`src/rtl/rca_pkg.sv`:
```
// Shared helpers for the pipelined ripple-carry add/subtract unit.
// Latency: n/a (elaboration-time constants and checks only).
// Backpressure: n/a.
package rca_pkg;

  // Bits added by each pipeline stage.
  function automatic int chunk_bits(input int width, input int stages);
    return width / stages;
  endfunction

  // Legal geometry: 1..width stages, and the width splits evenly across them.
  function automatic bit geometry_ok(input int width, input int stages);
    return (stages >= 1) && (stages <= width) && ((width % stages) == 0);
  endfunction

endpackage

```
`src/rtl/rca_chunk.sv`:
```
// Combinational W-bit ripple-carry adder slice, one per pipeline stage.
// Latency: 0 cycles (purely combinational).
// Backpressure: none; holds no state.
module rca_chunk
  import rca_pkg::*;
#(
  parameter int W = 16
) (
  input  logic [W-1:0] a,
  input  logic [W-1:0] b,
  input  logic         cin,
  output logic [W-1:0] sum,
  output logic         cout,
  output logic         cmsb
);

  logic [W:0] c;

  // Bit-serial ripple: c[i] is the carry into bit i.
  always_comb begin
    c    = '0;
    sum  = '0;
    c[0] = cin;
    for (int i = 0; i < W; i++) begin
      sum[i]   = a[i] ^ b[i] ^ c[i];
      c[i + 1] = (a[i] & b[i]) | (c[i] & (a[i] ^ b[i]));
    end
  end

  assign cout = c[W];
  // Carry into the MSB; only the top slice's value matters (signed overflow).
  assign cmsb = c[W-1];

endmodule

```
`src/rtl/rca_pipe.sv`:
```
// Pipelined ripple-carry add/subtract, one CHUNK-bit slice per stage, carry registered between stages.
// Latency: STAGES cycles (accepted at edge N, out_valid after edge N+STAGES-1); 1 beat/cycle.
// Backpressure: ready_k = !valid_k || ready_{k+1}; bubbles collapse; in_ready is combinational from out_ready.
module rca_pipe
  import rca_pkg::*;
#(
  parameter int WIDTH  = 64,
  parameter int STAGES = 4
) (
  input  logic             clk,
  input  logic             rst,
  input  logic [WIDTH-1:0] a,
  input  logic [WIDTH-1:0] b,
  input  logic             cin,
  input  logic             sub,
  input  logic             in_valid,
  output logic             in_ready,
  output logic [WIDTH-1:0] sum,
  output logic             cout,
  output logic             ovf,
  output logic             out_valid,
  input  logic             out_ready
);

  localparam int CHUNK = chunk_bits(WIDTH, STAGES);

  if (!geometry_ok(WIDTH, STAGES)) begin : g_bad_geometry
    $error("rca_pipe: STAGES must be in 1..WIDTH and divide WIDTH evenly");
  end

  // Per-stage state. word_q packs {completed sum bits (top), pending A bits (bottom)}:
  // each stage shifts right by CHUNK and drops its slice result in at the top, so the
  // completed field grows and the pending field shrinks by CHUNK per stage.
  // pb_q carries the pending (already conditionally inverted) B bits, right-justified.
  logic [STAGES-1:0] vld;
  logic [STAGES-1:0] vin;
  logic [STAGES-1:0] rdy;
  logic [WIDTH-1:0]  word_q [STAGES];
  logic [WIDTH-1:0]  pb_q   [STAGES];
  logic              c_q    [STAGES];
  logic              ovf_q;

  // Stage inputs and slice results.
  logic [WIDTH-1:0]  in_w   [STAGES];
  logic [WIDTH-1:0]  in_b   [STAGES];
  logic              in_c   [STAGES];
  logic [WIDTH-1:0]  nxt_w  [STAGES];
  logic [CHUNK-1:0]  ch_sum [STAGES];
  logic              ch_cout[STAGES];
  logic              ch_cmsb[STAGES];

  // Stage inputs: stage 0 takes the ports (B inverted and carry forced for subtract),
  // later stages take the previous stage's registers.
  always_comb begin
    vin = '0;
    for (int k = 0; k < STAGES; k++) begin
      in_w[k] = '0;
      in_b[k] = '0;
      in_c[k] = 1'b0;
    end
    in_w[0] = a;
    in_b[0] = sub ? ~b : b;
    in_c[0] = sub | cin;
    vin[0]  = in_valid;
    for (int k = 1; k < STAGES; k++) begin
      in_w[k] = word_q[k-1];
      in_b[k] = pb_q[k-1];
      in_c[k] = c_q[k-1];
      vin[k]  = vld[k-1];
    end
  end

  // Ready chain from the output back to the input; an empty stage always accepts.
  always_comb begin
    logic r;
    r   = out_ready;
    rdy = '0;
    for (int k = STAGES - 1; k >= 0; k--) begin
      r      = !vld[k] || r;
      rdy[k] = r;
    end
  end

  for (genvar k = 0; k < STAGES; k++) begin : g_stage
    rca_chunk #(.W(CHUNK)) u_chunk (
      .a    (in_w[k][CHUNK-1:0]),
      .b    (in_b[k][CHUNK-1:0]),
      .cin  (in_c[k]),
      .sum  (ch_sum[k]),
      .cout (ch_cout[k]),
      .cmsb (ch_cmsb[k])
    );
    assign nxt_w[k] = (WIDTH'(ch_sum[k]) << (WIDTH - CHUNK)) | (in_w[k] >> CHUNK);
  end

  // Stage registers: advance where the stage is ready; hold (stable outputs) otherwise.
  always_ff @(posedge clk) begin
    if (rst) begin
      vld   <= '0;
      ovf_q <= 1'b0;
      for (int k = 0; k < STAGES; k++) begin
        word_q[k] <= '0;
        pb_q[k]   <= '0;
        c_q[k]    <= 1'b0;
      end
    end else begin
      for (int k = 0; k < STAGES; k++) begin
        if (rdy[k]) begin
          vld[k] <= vin[k];
          if (vin[k]) begin
            word_q[k] <= nxt_w[k];
            pb_q[k]   <= in_b[k] >> CHUNK;
            c_q[k]    <= ch_cout[k];
          end
        end
      end
      if (rdy[STAGES-1] && vin[STAGES-1]) begin
        ovf_q <= ch_cmsb[STAGES-1] ^ ch_cout[STAGES-1];
      end
    end
  end

  assign in_ready  = rdy[0];
  assign out_valid = vld[STAGES-1];
  assign sum       = word_q[STAGES-1];
  assign cout      = c_q[STAGES-1];
  assign ovf       = ovf_q;

endmodule
```
`config.mk`:
```
export PLATFORM = sky130hd
export DESIGN_NAME = rca_pipe
export DESIGN_NICKNAME = d
export VERILOG_FILES = /design/src/rtl/rca_pkg.sv /design/src/rtl/rca_chunk.sv /design/src/rtl/rca_pipe.sv
export SDC_FILE = /design/constraint.sdc
export NUM_CORES = 1
export LEC_CHECK = 0
export CORE_AREA = 4 4 187 144
export CTS_BUF_LIST = sky130_fd_sc_hd__clkbuf_4 sky130_fd_sc_hd__clkbuf_8
export DETAILED_ROUTE_END_ITERATION = 8
export DIE_AREA = 0 0 191 148
export PLACE_DENSITY = 0.88
export SETUP_SLACK_MARGIN = 0.2
export SKIP_LAST_GASP = 1
export SLEW_MARGIN = 20
export SYNTH_ARGS = -nofsm -noshare
export SYNTH_HDL_FRONTEND = slang
export SYNTH_HIERARCHICAL = 1
export SYNTH_SLANG_ARGS = --single-unit
```
`constraint.sdc`:
```
create_clock -name clk -period 19.13 [get_ports clk]
set_input_delay 3.826 -clock clk [delete_from_list [all_inputs] [get_ports clk]]
set_output_delay 3.826 -clock clk [all_outputs]
set_load 0.05 [all_outputs]
```
; Word-level counts from Yosys, hierarchy flattened
; Memories as Yosys holds them, arrays and structs flattened.
; Index checks and enable logic that the tools add are counted.
[word_totals]
register_bits = 5
latchBits = 0
ramBits = 452
rom_bits = 0
inputBits = 134
output_inout_bits = 68
word_cells = 387
memories = 3
[memory_table]
columns = memory, depth, width, read_ports, rd_clocked_by_memory_dff, wr, line
row1 = word_q, 4, 64, 4, 0, 4, rca_pipe.sv:38  ; logic [WIDTH-1:0] word_q [STAGES];
row2 = pb_q, 4, 48, 3, 0, 4, rca_pipe.sv:39  ; logic [WIDTH-1:0] pb_q [STAGES];
row3 = c_q, 4, 1, 4, 0, 4, rca_pipe.sv:40  ; logic c_q [STAGES];
[classes]
n_addsub = 0
multipliers = 0
div = 0
n_lt_le_gt_ge = 0
eq_ne = 0
shifts = 0
mux = 31
bitwise = 339
n_reduce_logical = 9
[op_table]
columns = op, n
row1 = 2-to-1 mux 64 bit, 5
row2 = bitwise OR 64 x 48 -> 64 bit, 4
row3 = 2-to-1 mux 48 bit, 4
row4 = bitwise XOR 1 bit, 129
row5 = bitwise AND 1 bit, 128
row6 = bitwise OR 1 bit, 77
row7 = inverter 64 bit, 1
row8 = 2-to-1 mux 1 bit, 22
row9 = zero test 1 bit, 4
row10 = logical OR 1 bit, 4
row11 = logical AND 1 bit, 1

; Logic depth before layout (Yosys ltp)
[depth]
depth_word = 36
mapped_depth = 24
depth_no_buf = 22

; Modules after synthesis
; The synthesis kept the hierarchy.
[modules_own_cells]
columns = module, instances, cells_each, area_each_um2, seq_area_each_um2
row1 = rca_pipe, 1, 855, 13877.1, 10790.3
row2 = rca_chunk, 4, 26, 357.8, 0.0

; Least setup slack after synthesis
; OpenSTA, ideal clock, no wires.
[synth_path]
path_kind = input port to flip-flop
from = input sub
to = memory word_q[0][63] (data pin)
t_arrival_ns = 10.428
slack_ns = 8.447
stages = 24
path_cell_list = buf_2 -> buf_2 -> or2_2 -> fa_1 -> inv_1 -> fa_1 -> inv_1 -> fa_1 -> fa_1 -> fa_1 -> fa_1 -> fa_1 -> fa_1 -> fa_1 -> fa_1 -> fa_1 -> fa_1 -> fa_1 -> fa_1 -> inv_1 -> fa_1 -> inv_1 -> fa_1 -> and2_1
[synth_lines]
columns = item, line
row1 = from (decl), rca_pipe.sv:15  ; input logic sub,
row2 = to (decl), rca_pipe.sv:38

==> impl_results.md <==
* Pleak at 7.20 nW
* Worst hold stages at 1
* H-tree Lvls at 2
* Max-Cap Viols at 0
* # nets final at 1377
* Drt wl/cell at 16.0 µm
* Status: complete, no violations
* CTS resizes at 0
* Largest family of logic cells by synthesized area: simple AND/OR/NAND/NOR gates
* Actual transition at the worst max-transition pin at ~1000 ps
* Io pins at a little over 200
* Fin crit share at a little over half
* Post-CTS Setup Inserts at 0
* Dpl hpwl at ~17000 µm
* Adder-Cell Fraction of Synth Area at 8.37%
* Pin count of the biggest net entering global routing at 82
* Critical path launch point type: input pin
* Remaining antenna violation count at 0
* Die Wd at between 150 and 200 µm
* Most common cell after layout, fill and taps aside: edfxtp_1
* Reg clk slew, reported paths at 70 ps
* Worst r2r path cells at 22
* Synth Area in XOR/XNOR at under 10%
* DRT iter0 DRCs at about 300
* Min-delay worst type: register to register
* Number of remaining DRC errors at 0
* Sink Count at 361
* Synth Area in Compound Gates at 0.548%
* Fmax at 0.0956 GHz
* R2R Setup Slk at between 10000 and 15000 ps
* RePlAce Congestion at around 0.85
* WHS at around 510 ps
* Mapped Area at 15300 µm²
* Post-Layout Inst Area at 18700 µm²
* Drt total wl at ~25000 µm
* Mux share of post-synthesis cell area at 0%
* Yosys warnings at 6
* Cts hold-fix bufs at 0
* Die area at 28300 µm²
* Max FO, Critical Path at 1
* CP Capture Type: register
* Max-slew headroom at roughly a third
* Port Buf Inserts at 201
* RSZ-0062 raised after global routing: false
* Synth cell types at 27
* HP Start: word_q[2][34]
* Placed cell areas at 17700 µm²
* Fin. Hold Viols at 0
* Syn nets at approximately 1200
* Most frequent cells in the layout: edfxtp_1 (356), and2_1 (308), clkdlybuf4s50_1 (200)
* Fin Setup TNS at 0 ps
* Final min period at between 10000 and 15000 ps
* Hold Path End: word_q[3][18]
* Total global routing overflow at 0
* Area grow syn2layout at 22.4%
* Clock Tree Buf Depth at 3
* Max-slew violations at 0
* RR Endpoint: ovf
* GRT Total Usage at between 15 and 20%
* Vias in the first global route at 7963
* Starting Density at between 60 and 70%
* VDD IR max at about 0.055 mV
* Worst Path Class, Setup: input pin to register
* Simple-gate share of the synthesized area at 14.4%
* Die height at 148 µm
* Cts bufs inserted at 53
* Site Rows at 50
* DR vias at between 7000 and 8000
* Initial antenna violation count at 1
* Final number of setup-violating endpoints at 0
* Mapped Cells at ~960
* Worst skew pair latency at approximately 540 ps
* CTS tree: done
* Total power at around 0.0017 W
* Syn Area/Cell at ~16 µm²
* Reg2reg start: word_q[2][0]
* Data required, critical path at ~20000 ps
* Yosys reg bits at 361
* Ratio of cells with drive above 1 in the final layout at under 10%
* Core Region at 24800 µm²
* Vias per cell at a little under 5
* CTS root buf: clkbuf_8
* Fin Clk Skew at around 13 ps
* First-pass GRT wire length at a little under 40000 µm
* Detailed Routing Iterations Pass 1 at 4
* Seq/Total Area, Yosys at 70.5%
* PD cells at slightly above 90 nW/µm²
* Crit path arrival time at 10770 ps
[layer usage]
| metal | GRT usage [%] | routed length (µm) |
|---|---|---|
| met1 | 21.0 | 9550 |
| met2 | 32.3 | 13100 |
| met3 | 3.85 | 1270 |
| met4 | 7.04 | 951 |
| met5 | 0 | 0 |
[how the worst max path moves through the flow]
stage | startpoint | end | slack [ps]
2_1_floorplan | sub | word_q[0][63] | 8450
3_3_place_gp | cin | word_q[0][63] | 8310
3_5_place_dp | cin | word_q[0][63] | 8100
4_1_cts | cin | word_q[0][63] | 8700
5_1_grt | cin | word_q[0][63] | 8480
6_report | cin | word_q[0][63] | 8670
[layout make-up]
class | count | area, µm²
inverter | 42 | 158
fill | 1476 | 6100
clock inverter | 23 | 150
multi-input combinational | 510 | 4200
timing repair buffer | 211 | 2120
antenna | 2 | 5.00
sequential | 361 | 10800
clock buffer | 72 | 885
tap | 338 | 423
[registers in the layout (all words and copies together) (netlist names)]
name	count
pb_q	96
c_q	4
vld	4
word_q	256
ovf	1
[kinds of logic after synthesis]
family	Yosys count
AO/OA/AOI/OAI	11
adder cells (fa/ha/maj)	64
buffers and inverters	88
XOR/XNOR	65
flip-flops	361
AND/OR/NAND/NOR	370
[stage by stage]
| step | utilization (%) | worst slack, ps | cells |
|---|---|---|---|
| 6_report | 75.4 | 8670 | 1559 |
| 5_1_grt | 75.4 | 8480 | 1558 |
| 4_1_cts | 75.4 | 8700 | 1557 |
| 3_5_place_dp | 71.2 | 8100 | 1462 |
| 3_3_place_gp | 71.0 | 8310 | 1460 |
| 2_1_floorplan | - | 8450 | 959 |
[worst max-delay path, cell delays in order]
cell and delay (ps):
clkdlybuf4s50_1 380, or2_2 280, fa_1 360, inv_1 80, fa_1 170, inv_1 60
fa_1 370, fa_1 390, fa_1 410, fa_1 410, fa_1 390, fa_1 430
fa_1 420, fa_1 390, fa_1 390, fa_1 400, fa_1 390, fa_1 370
inv_1 80, fa_1 160, inv_1 50, fa_1 410, and2_1 140
[cells in the mapped netlist, drive strengths merged]
master,instances,area (µm²)
a21o,3,22.5
a21oi,3,26.3
a311oi,1,8.76
a31oi,1,6.26
and2,308,1930
and3b,1,8.76
buf,24,133
clkbuf,22,93.8
dfxtp,5,100
edfxtp,356,10700
fa,64,1280
inv,42,158
nand2b,3,18.8
nand3,1,5.00
nand4b,1,8.76
nor2,52,195
nor2b,1,6.26
nor3,1,16.3
nor3b,1,7.51
o21ai,1,5.00
o21bai,2,15.0
or2,1,6.26
xnor2,49,429
xor2,16,140
[where the power goes]
group          switching, W  leakage (nW)  internal, W  total (W)
Sequential        0.0000156          3.85     0.000924   0.000939
Clock              0.000272         0.547     0.000326   0.000598
Combinational     0.0000881          2.80    0.0000709   0.000159
Power figures use the tool's default switching activity.
